## src/rtl/demux_pkg.sv

```systemverilog
// Shared constants, select type and round-robin helper for the 1-to-4 stream demux.
package demux_pkg;

    localparam int unsigned NUM_OUT = 4;
    localparam int unsigned SEL_W   = 2;

    typedef logic [SEL_W-1:0] sel_t;

    // Mod-4 increment; the natural 2-bit wrap gives 3 -> 0.
    function automatic sel_t next_rr(input sel_t p);
        return p + sel_t'(1);
    endfunction

endpackage

```

## src/rtl/demux_out_slot.sv

```systemverilog
// One-entry output register: holds a single beat until its consumer takes it.
module demux_out_slot #(
    parameter int unsigned WIDTH = 32
) (
    input  logic             clk,
    input  logic             rst,
    input  logic             i_load,
    input  logic [WIDTH-1:0] i_data,
    input  logic             i_ready,
    output logic             o_valid,
    output logic [WIDTH-1:0] o_data
);

    logic             r_valid;
    logic [WIDTH-1:0] r_data;

    // Load wins over drain so a same-cycle load/drain keeps the slot full with the new beat.
    always_ff @(posedge clk) begin
        if (rst) begin
            r_valid <= 1'b0;
            r_data  <= '0;
        end else if (i_load) begin
            r_valid <= 1'b1;
            r_data  <= i_data;
        end else if (r_valid && i_ready) begin
            r_valid <= 1'b0;
        end
    end

    assign o_valid = r_valid;
    assign o_data  = r_data;

endmodule

```

## src/rtl/demux_1to4_stream.sv

```systemverilog
// Registered 1-to-4 stream demultiplexer with explicit or round-robin channel selection.
module demux_1to4_stream
    import demux_pkg::*;
#(
    parameter int unsigned WIDTH = 32
) (
    input  logic             clk,
    input  logic             rst,
    input  logic [WIDTH-1:0] in_data,
    input  logic [1:0]       in_sel,
    input  logic             in_valid,
    output logic             in_ready,
    input  logic             rr_en,
    output logic [WIDTH-1:0] out_data0,
    output logic [WIDTH-1:0] out_data1,
    output logic [WIDTH-1:0] out_data2,
    output logic [WIDTH-1:0] out_data3,
    output logic [3:0]       out_valid,
    input  logic [3:0]       out_ready,
    output logic [1:0]       rr_ptr
);

    sel_t               r_rr_ptr;
    sel_t               w_tgt;
    logic               w_in_ready;
    logic               w_accept;
    logic [NUM_OUT-1:0] w_load;
    logic [NUM_OUT-1:0] w_valid;
    logic [WIDTH-1:0]   w_data [NUM_OUT];

    // Target decode and ready mux; a stalled target never diverts to another channel.
    always_comb begin
        w_tgt      = rr_en ? r_rr_ptr : in_sel;
        w_in_ready = !w_valid[w_tgt] || out_ready[w_tgt];
        w_accept   = in_valid && w_in_ready && !rst;
    end

    for (genvar k = 0; k < NUM_OUT; k++) begin : g_slot
        assign w_load[k] = w_accept && (w_tgt == sel_t'(k));

        demux_out_slot #(
            .WIDTH(WIDTH)
        ) u_slot (
            .clk    (clk),
            .rst    (rst),
            .i_load (w_load[k]),
            .i_data (in_data),
            .i_ready(out_ready[k]),
            .o_valid(w_valid[k]),
            .o_data (w_data[k])
        );
    end

    // Round-robin pointer advances only on an accepted beat in round-robin mode.
    always_ff @(posedge clk) begin
        if (rst) begin
            r_rr_ptr <= '0;
        end else if (w_accept && rr_en) begin
            r_rr_ptr <= next_rr(r_rr_ptr);
        end
    end

    assign in_ready  = w_in_ready;
    assign out_valid = w_valid;
    assign out_data0 = w_data[0];
    assign out_data1 = w_data[1];
    assign out_data2 = w_data[2];
    assign out_data3 = w_data[3];
    assign rr_ptr    = r_rr_ptr;

endmodule

```

## config.mk

```make
export PLATFORM = sky130hd
export DESIGN_NAME = demux_1to4_stream
export DESIGN_NICKNAME = d
export VERILOG_FILES = /design/src/rtl/demux_pkg.sv /design/src/rtl/demux_out_slot.sv /design/src/rtl/demux_1to4_stream.sv
export SDC_FILE = /design/constraint.sdc
export NUM_CORES = 1
export LEC_CHECK = 0
export ABC_AREA = 1
export CAP_MARGIN = 30
export CELL_PAD_IN_SITES_DETAIL_PLACEMENT = 1
export CELL_PAD_IN_SITES_GLOBAL_PLACEMENT = 2
export CORE_ASPECT_RATIO = 1.1
export CORE_MARGIN = 8
export CORE_UTILIZATION = 26
export DETAILED_ROUTE_END_ITERATION = 8
export MAX_ROUTING_LAYER = met4
export PLACE_DENSITY = 0.89
export SETUP_SLACK_MARGIN = 0.02
export SLEW_MARGIN = 10
export SYNTH_ARGS = -nofsm -noshare
export SYNTH_HDL_FRONTEND = slang
export SYNTH_HIERARCHICAL = 1
export SYNTH_SLANG_ARGS = --single-unit
```

## constraint.sdc

```tcl
create_clock -name clk -period 4.46 [get_ports clk]
set_input_delay 1.115 -clock clk [delete_from_list [all_inputs] [get_ports clk]]
set_output_delay 1.115 -clock clk [all_outputs]
set_load 0.01 [all_outputs]
```

## After elaboration in Yosys (flattened, before gate mapping)

Cells that the tools add are included.

- Flip-flop bits (word level): 134
- Latch bits: 0
- Bits in writable memories: 0
- ROM bits: 0
- Bits of input ports: 42
- Output and inout port bits: 135
- Logic and storage cells: 46
- Memories kept: 0

- $add $sub $neg: 1
- Multiply operators: 0
- Divide/modulo/power cells: 0
- $lt $le $gt $ge: 1
- Eq/ne operators: 3
- Shifts and indexed selects: 0
- Muxes and demuxes: 13
- Bitwise gates (word level): 0
- Reduce and logical (&&, ||, !) cells: 19

Operators with widths:

| kind | number |
|---|---|
| $logic_and 1x1->1 | 11 |
| $mux 1 | 10 |
| $reduce_bool 2->1 | 4 |
| $bmux 1 s2 | 2 |
| $eq 2x2->1 const B | 2 |
| $lt 2x3->1 const B | 1 |
| $add 2x1->2 const B | 1 |
| $eq 2x1->1 const B | 1 |
| $logic_not 1->1 | 2 |
| $logic_not 2->1 | 1 |
| $mux 2 | 1 |
| $logic_or 1x1->1 | 1 |

## Longest topological paths before layout

Gate-level depths: netlist of run 1.

- Depth in word-level cells: 9
- Depth in mapped cells: 14

## By module

The synthesis of run 1 kept the hierarchy.

Modules (own cells, without submodules):

| module | times used | cells an instance | area each (um^2) | seq. area each (um^2) |
|---|---|---|---|---|
| demux_out_slot | 4 | 143 | 1,152.4 | 660.6 |
| demux_1to4_stream | 1 | 50 | 252.7 | 40.0 |

## Worst setup path before layout of run 1

OpenSTA, ideal clock, no wires.

- Kind: in2out
- Start point: input port rr_en
- End point: output port in_ready
- Arrival: 1,612 ps
- Required time: 3,345 ps
- Path slack: 1,733 ps
- Stages on the path: 8
- Buffers on the path: 0
- Cell sequence: inv_2 -> nand2_1 -> nand2_2 -> nand2_1 -> nand2_1 -> nand2_1 -> nand2_1 -> nand2_2

- Word-level cells in the longest chain between the ends: 5
- Elaborated cells between the ends (all ways): 7

Ends and longest elaborated chain:

| element | line | RTL |
|---|---|---|
| from (decl) | demux_1to4_stream.sv:13 | `input logic rr_en,` |
| $mux 2 * | demux_1to4_stream.sv:33 | `w_tgt = rr_en ? r_rr_ptr : in_sel;` |
| $bmux 1 s2 | demux_1to4_stream.sv:34 | `w_in_ready = !w_valid[w_tgt] \|\| out_ready[w_tgt];` |
| $mux 1 (implied by the code) | demux_1to4_stream.sv:34 |  |
| $logic_not 1->1 | demux_1to4_stream.sv:34 |  |
| $logic_or 1x1->1 * | demux_1to4_stream.sv:34 |  |
| to (decl) | demux_1to4_stream.sv:12 | `output logic in_ready,` |

Mark *: on every way between the ends. The rest lies on a longest branch, timed or not. The select of a mux whose other input is x is not followed.

## Final worst setup path of run 1

Same ends and word-level chain as after synthesis.

==> results of run 1 <==
==> cells in the final DEF, fill, tap and decap left out, types with 2 or more instances in the layout <==
cell	netlist	routed
inv_2	5	5
dfxtp_1	134	134
nand3_1	6	6
clkinv_4	0	3
bufinv_16	0	2
nand2_1	27	27
clkdlybuf4s50_1	0	176
buf_4	0	7
nor2_1	259	259
inv_1	13	13
clkinvlp_4	0	2
nand2_2	4	4
clkbuf_16	0	17
o21ai_0	128	128
clkbuf_8	0	4
clkinv_2	0	2
nor3_2	0	4
a21oi_1	5	5
==> through the flow <==
step	cell area, sq um	total power [W]	instances	utilization
4_1_cts	7320	0.00311	1044	0.399
5_1_grt	7330	0.00320	1045	0.400
3_3_place_gp	6720	0.00166	1012	0.366
2_1_floorplan	4860	0.00145	622	-
6_report	7330	0.00306	1045	0.400
3_5_place_dp	6720	0.00167	1012	0.366
==> cell type report <==
cell class | count | area share
Clock buffer | 22 | 0.0660
Tap cell | 243 | 0.0415
Inverter | 18 | 0.00921
Timing Repair Buffer | 184 | 0.249
Sequential cell | 134 | 0.366
Multi-Input combinational cell | 434 | 0.252
Clock inverter | 10 | 0.0164
==> state kept, by name (all words and copies together) (netlist names) <==
register	flops
rr_ptr	2
g_slot.u_slot/o_data	128
g_slot.u_slot/o_valid	4
==> worst max-delay path by stage <==
stage	endpoint
final	in_ready
after global routing	in_ready
after CTS	in_ready
after detailed placement	in_ready
after global placement	in_ready
after floorplan	in_ready
==> per-layer routing <==
layer  part of all wire  routed length (microns)
met1               0.42                     8200
met2               0.49                     9390
met3              0.075                     1440
met4              0.015                      299
met5                  0                        0
==> power by group through the flow <==
stage	Combinational (W)	Sequential [W]	Clock, W
CTS	0.000358	0.00129	0.00146
detailed placement	0.000355	0.00131	0
finish	0.000353	0.00129	0.00143
global placement	0.000353	0.00131	0
global route	0.000384	0.00129	0.00152
floorplan	0.000111	0.00134	0
==> cell families after synthesis <==
logic type / Yosys count
and+or+nand+nor: 301
DFF: 134
AOI/OAI and AO/OA: 133
buffers and inverters: 54
==> tightest hold or removal path: stages, from the launching register on <==
cell and delay [ns]:
dfxtp_1 0.32, nand2_1 0.07, a21oi_1 0.05
==> reports/metrics.yaml, run 1 <==
syn-num-nets: 664
netlist_instances: 622
die_w_microns: 146
drc_errors: 0
post-route-min-period_ns: 4.04
setup_viol: 0
reg2reg_depth: 12
min_to: "g_slot[3].u_slot/o_valid$_SDFFE_PP0P_"
regToRegSetupSlack_ns: 2.21
avgSynthCellArea_sq_um: 7.82
yosys.area_share.simple: 0.239
clk_path_buf_depth: 2
critPathTopFamily: "buffers and inverters"
ant_nets: 0
clock_sinks: 134
yosysTopAreaCell: "dfxtp_1"
fp-row-count: 52
fillers: 2251
hp-class: "register to register"
use_met2: 0.280
synth-xor-area-share: 0
netlist_area_sq_mm: 0.00486
multi_input_area_sq_mm: 0.00185
syn_to_final_growth_pct: 50.8
fin_crit_sh: 0.906
report.final.hold_viol_count: 0
synth_compound_area_frac: 0.137
drv_slew: 0
core_area_sq_mm: 0.0183
cpMostUsedCell: "nand2_1"
p_sw_w: 0.000758
holdWs_ns: 0.490
combPwrFrac: 0.115
regArea_sq_mm: 0.00268
synth_edf_count: 0
dr.pass1.iters: 4
worstSkewPairLatency_ns: 0.42
crit_type: "input pin to output pin"
grtUsageMet3: 0.0671
synth_area_leaders: "dfxtp_1 55%, nor2_1 20%, o21ai_0 13%"
start_util: 0.265
routed_via_density: 4.52
arrival_ns: 2.93
grt_first_pass_wirelength_mm: 29.9
vias: 4724
drive_gt1_frac: 0.0661
cts_setup_buffers: 0
dpl_worst_slack_ns: 0.427
dp_hpwl_mm: 12.9
fin_ws_ns: 0.418
drtIter0Drc: 156
path_buf_inv: 3
status: "finished clean"
htreeDepth: 4
cts_resized: 0
finClkSkew_ns: 0.00949
synthFlopType: "dfxtp_1"
ys_ff_latch: 134
track_usage: 0.170
diodes: 0
synth_common_cells: "259 x nor2_1, 134 x dfxtp_1, 128 x o21ai_0"
r2r_end: "g_slot[0].u_slot/o_data[14]$_SDFFE_PP0P_"
seqPwrFrac: 0.420
power_frac_clock: 0.465
internal_power_w: 0.00231
yosys.area_share.adder: 0
grt_busiest_layer: "met2"
cts.hold.buffers_added: 0
ctsRootBufferMaster: "clkbuf_16"
async_flop_share: 0
synth_most_common_cell: "nor2_1"
cts_buffers: 17
port_buffers: 176
slew_headroom: 0.507
wl_per_cell_microns: 18.5
grt-ovfl-total: 0
use_met1: 0.187
critPathLaunch: "rr_en"
crit_path_cell_trace: "clkdlybuf4s50_1, inv_2, nand2_1, nand2_2, nand2_1, nand2_1, nand2_1, nand2_1, nand2_2, clkdlybuf4s50_1"
hold_start: "g_slot[3].u_slot/o_valid$_SDFFE_PP0P_"
die_area_sq_mm: 0.0233
path_max_fanout: 7
synth_top_area_frac: 0.552
synth_top_family_by_area: "simple AND/OR/NAND/NOR gates"
peakVddDrop_mv: 0.255
final_nets: 831
tritoncts: "built"
seq_area_frac_synth: 0.552
swShare: 0.247
hold_depth: 2
finalSetupTns_ns: 0
synth_cell_types: 14
synth_warnings: 6
grt_start_max_net_pins: 34
cp-start-kind: "input pin"
gp_congestion: 0.785
totalWireLength_mm: 19.3
io_pins: 177
fp.dieH_microns: 159
clk_pin_slew_worst_paths_ns: 0.05
drv_cap: 0
r2r_start: "rr_ptr[0]$_SDFFE_PP0P_"
max_freq_mhz: 247
path_depth: 10
grt_pass1_vias: 5052
cp_slowest_cell: "clkdlybuf4s50_1"
required_ns: 3.35
yosys-mux-area-fraction: 0
antenna_found_initial: 0
crit_path_max_incr_delay_ns: 0.63
crit_path_end_kind: "output pin"
leakage_nw: 3.09
tightest_slew_ns: 0.739
power_density_mw_per_mm2: 418
rsz0062_at_grt: "no"
No activity file was read; power rests on OpenSTA's default activity.
==> run 2: changes to the inputs <==
Settings changed: CORE_ASPECT_RATIO 1.1 to 1.4.
==> run 2 against run 1 <==
  * Critical path depth is the same
  * Critical path type unchanged
  * Highest routed layer unchanged
  * Sequential cell count unchanged
  * Via count increased by 0.97%
  * Non-clock buffer count increased by 2
  * Setup slack got worse by 0.0063 ns
  * Final area rose by 1.0%
  * Largest cell class unchanged
  * Sequential power hardly changed
==> reports/metrics.yaml, run 2 (synthesis gave the netlist of run 1 again) <==
die_area_sq_mm: 0.0234  # +0.25%
fin_crit_sh: 0.908  # +0.00140
largest_register_ffs: 128  # unchanged
drtIter0Drc: 253  # +62%
grt-ovfl-total: 0  # unchanged
crit_path_end_kind: "output pin"
routed_via_density: 4.55  # +0.68%
power_frac_clock: 0.482  # +0.017
final_nets: 833  # +0.24%
die_w_microns: 132  # -10%
seqPwrFrac: 0.406  # -0.014
p_sw_w: 0.000765  # +0.88%
clk_path_buf_depth: 2  # unchanged
gp_congestion: 0.754  # -4.0%
syn_to_final_growth_pct: 52.4
dpl_worst_slack_ns: 0.412  # -0.0157 ns
totalWireLength_mm: 19.7  # +1.8%
vias: 4770  # +0.97%
drc_errors: 0  # unchanged
htreeDepth: 4  # unchanged
diodes: 0  # unchanged
drive_gt1_frac: 0.0672  # +0.00108
wl_per_cell_microns: 18.8  # +1.6%
finClkSkew_ns: 0.00749  # -0.00200 ns
drv_slew: 0  # unchanged
layout_commonest_cell: "nor2_1"
crit_type: "input pin to output pin"
clk_pin_slew_worst_paths_ns: 0.06  # about the same
layout_common_cells: "259 x nor2_1, 176 x clkdlybuf4s50_1, 134 x dfxtp_1"
ctsRootBufferMaster: "clkbuf_16"
worstSkewPairLatency_ns: 0.42  # about the same
required_ns: 3.35  # about the same
drv_cap: 0  # unchanged
hp-class: "register to register"
leakage_nw: 3.13  # +1.2%
power_density_mw_per_mm2: 428  # +2.5%
grt_pass1_vias: 5181  # +2.6%
track_usage: 0.175  # +0.00471
core_area_sq_mm: 0.0185  # +0.59%
cp-start-kind: "input pin"
fin_ws_ns: 0.412  # -0.00625 ns
setup_viol: 0  # unchanged
dp_hpwl_mm: 13.8  # +6.9%
holdWs_ns: 0.498  # +0.00826 ns
slew_headroom: 0.494  # -0.0125
antenna_found_initial: 0  # unchanged
ant_nets: 0  # unchanged
dr.pass1.iters: 4  # unchanged
clock_sinks: 134  # unchanged
path_max_fanout: 7  # unchanged
fp-row-count: 59  # +13%
cts_buffers: 17  # unchanged
internal_power_w: 0.00241  # +4.5%
peakVddDrop_mv: 0.174  # -32%
io_pins: 177  # unchanged
finalSetupTns_ns: 0  # unchanged
tightest_slew_ns: 0.758  # +0.0185 ns
port_buffers: 176  # unchanged
arrival_ns: 2.93  # about the same
fp.dieH_microns: 178  # +12%
report.final.hold_viol_count: 0  # unchanged
cts_resized: 0  # unchanged
cts.hold.buffers_added: 0  # unchanged
tritoncts: "built"
status: "finished clean"
start_util: 0.263  # -0.00155
max_freq_mhz: 247  # -0.15%
combPwrFrac: 0.113  # -0.002
grt_start_max_net_pins: 34  # unchanged
swShare: 0.241  # -0.00643
cts_setup_buffers: 0  # unchanged
fillers: 2215  # -1.6%
post-route-min-period_ns: 4.05  # +0.00625 ns
rsz0062_at_grt: "no"
grt_first_pass_wirelength_mm: 30.4  # +1.7%
==> run 2: cell types whose count changed in the layout (fill, tap and decap cells not counted) <==
cell and delta:
bufinv_16 +2, buf_4 +1, buf_16 +1, clkinv_2 -1, clkinvlp_4 -1, clkbuf_1 +1, clkbuf_8 -1
==> run 2: per-layer routing <==
metal,vias to the layer above,wire length (microns),GRT usage,part of all wire
met4,0,333,0.0600,0.017
met5,-,0,-,0
li1,2329,-,-,-
met2,108,10400,0.315,0.53
met3,19,940,0.0510,0.048
met1,2314,8030,0.178,0.41
==> run 2: area by class of cell <==
class | count | area [sq um] | area share
clock buffers | 22 | 474 | 0.0640
clock inverters | 10 | 168 | 0.0226
inverters | 18 | 67.6 | 0.00912
multi-input cells | 434 | 1850 | 0.249
flip-flops and latches | 134 | 2680 | 0.362
well taps | 244 | 305 | 0.0412
repair buffers | 186 | 1860 | 0.252
==> run 2: worst paths after layout <==
kind / startpoint / endpoint / slack, ns / cells past startpoint
setup reg to reg: rr_ptr[0]$_SDFFE_PP0P_ / g_slot[3].u_slot/o_data[31]$_SDFFE_PP0P_ / 2.20 / 13
hold reg to reg: g_slot[3].u_slot/o_data[28]$_SDFFE_PP0P_ / g_slot[3].u_slot/o_data[28]$_SDFFE_PP0P_ / 0.50 / 2
setup / recovery: rr_en / in_ready / 0.41 / 10
hold / removal: g_slot[3].u_slot/o_data[28]$_SDFFE_PP0P_ / g_slot[3].u_slot/o_data[28]$_SDFFE_PP0P_ / 0.50 / 2
==> run 2: worst max-delay path: stages <==
cell	delay [ns]
clkdlybuf4s50_1	0.62
inv_2	0.09
nand2_1	0.10
nand2_2	0.10
nand2_1	0.08
nand2_1	0.05
nand2_1	0.05
nand2_1	0.06
nand2_2	0.10
clkdlybuf4s50_1	0.56
==> run 2: per-stage QoR <==
step           power [W]  utilization  area, sq um  std cells
2_1_floorplan    0.00145            -         4860        622
3_3_place_gp     0.00167        0.364         6720       1014
3_5_place_dp     0.00167        0.367         6770       1016
4_1_cts          0.00322        0.401         7410       1048
5_1_grt          0.00330        0.401         7410       1048
6_report         0.00317        0.401         7410       1048
==> run 2: power groups by stage <==
stage	sequential, W	combinational, W	clock (W)
after global routing	0.00129	0.000390	0.00162
after global placement	0.00131	0.000355	0
final	0.00129	0.000357	0.00153
after CTS	0.00129	0.000364	0.00156
after detailed placement	0.00131	0.000362	0
after floorplan	0.00134	0.000111	0
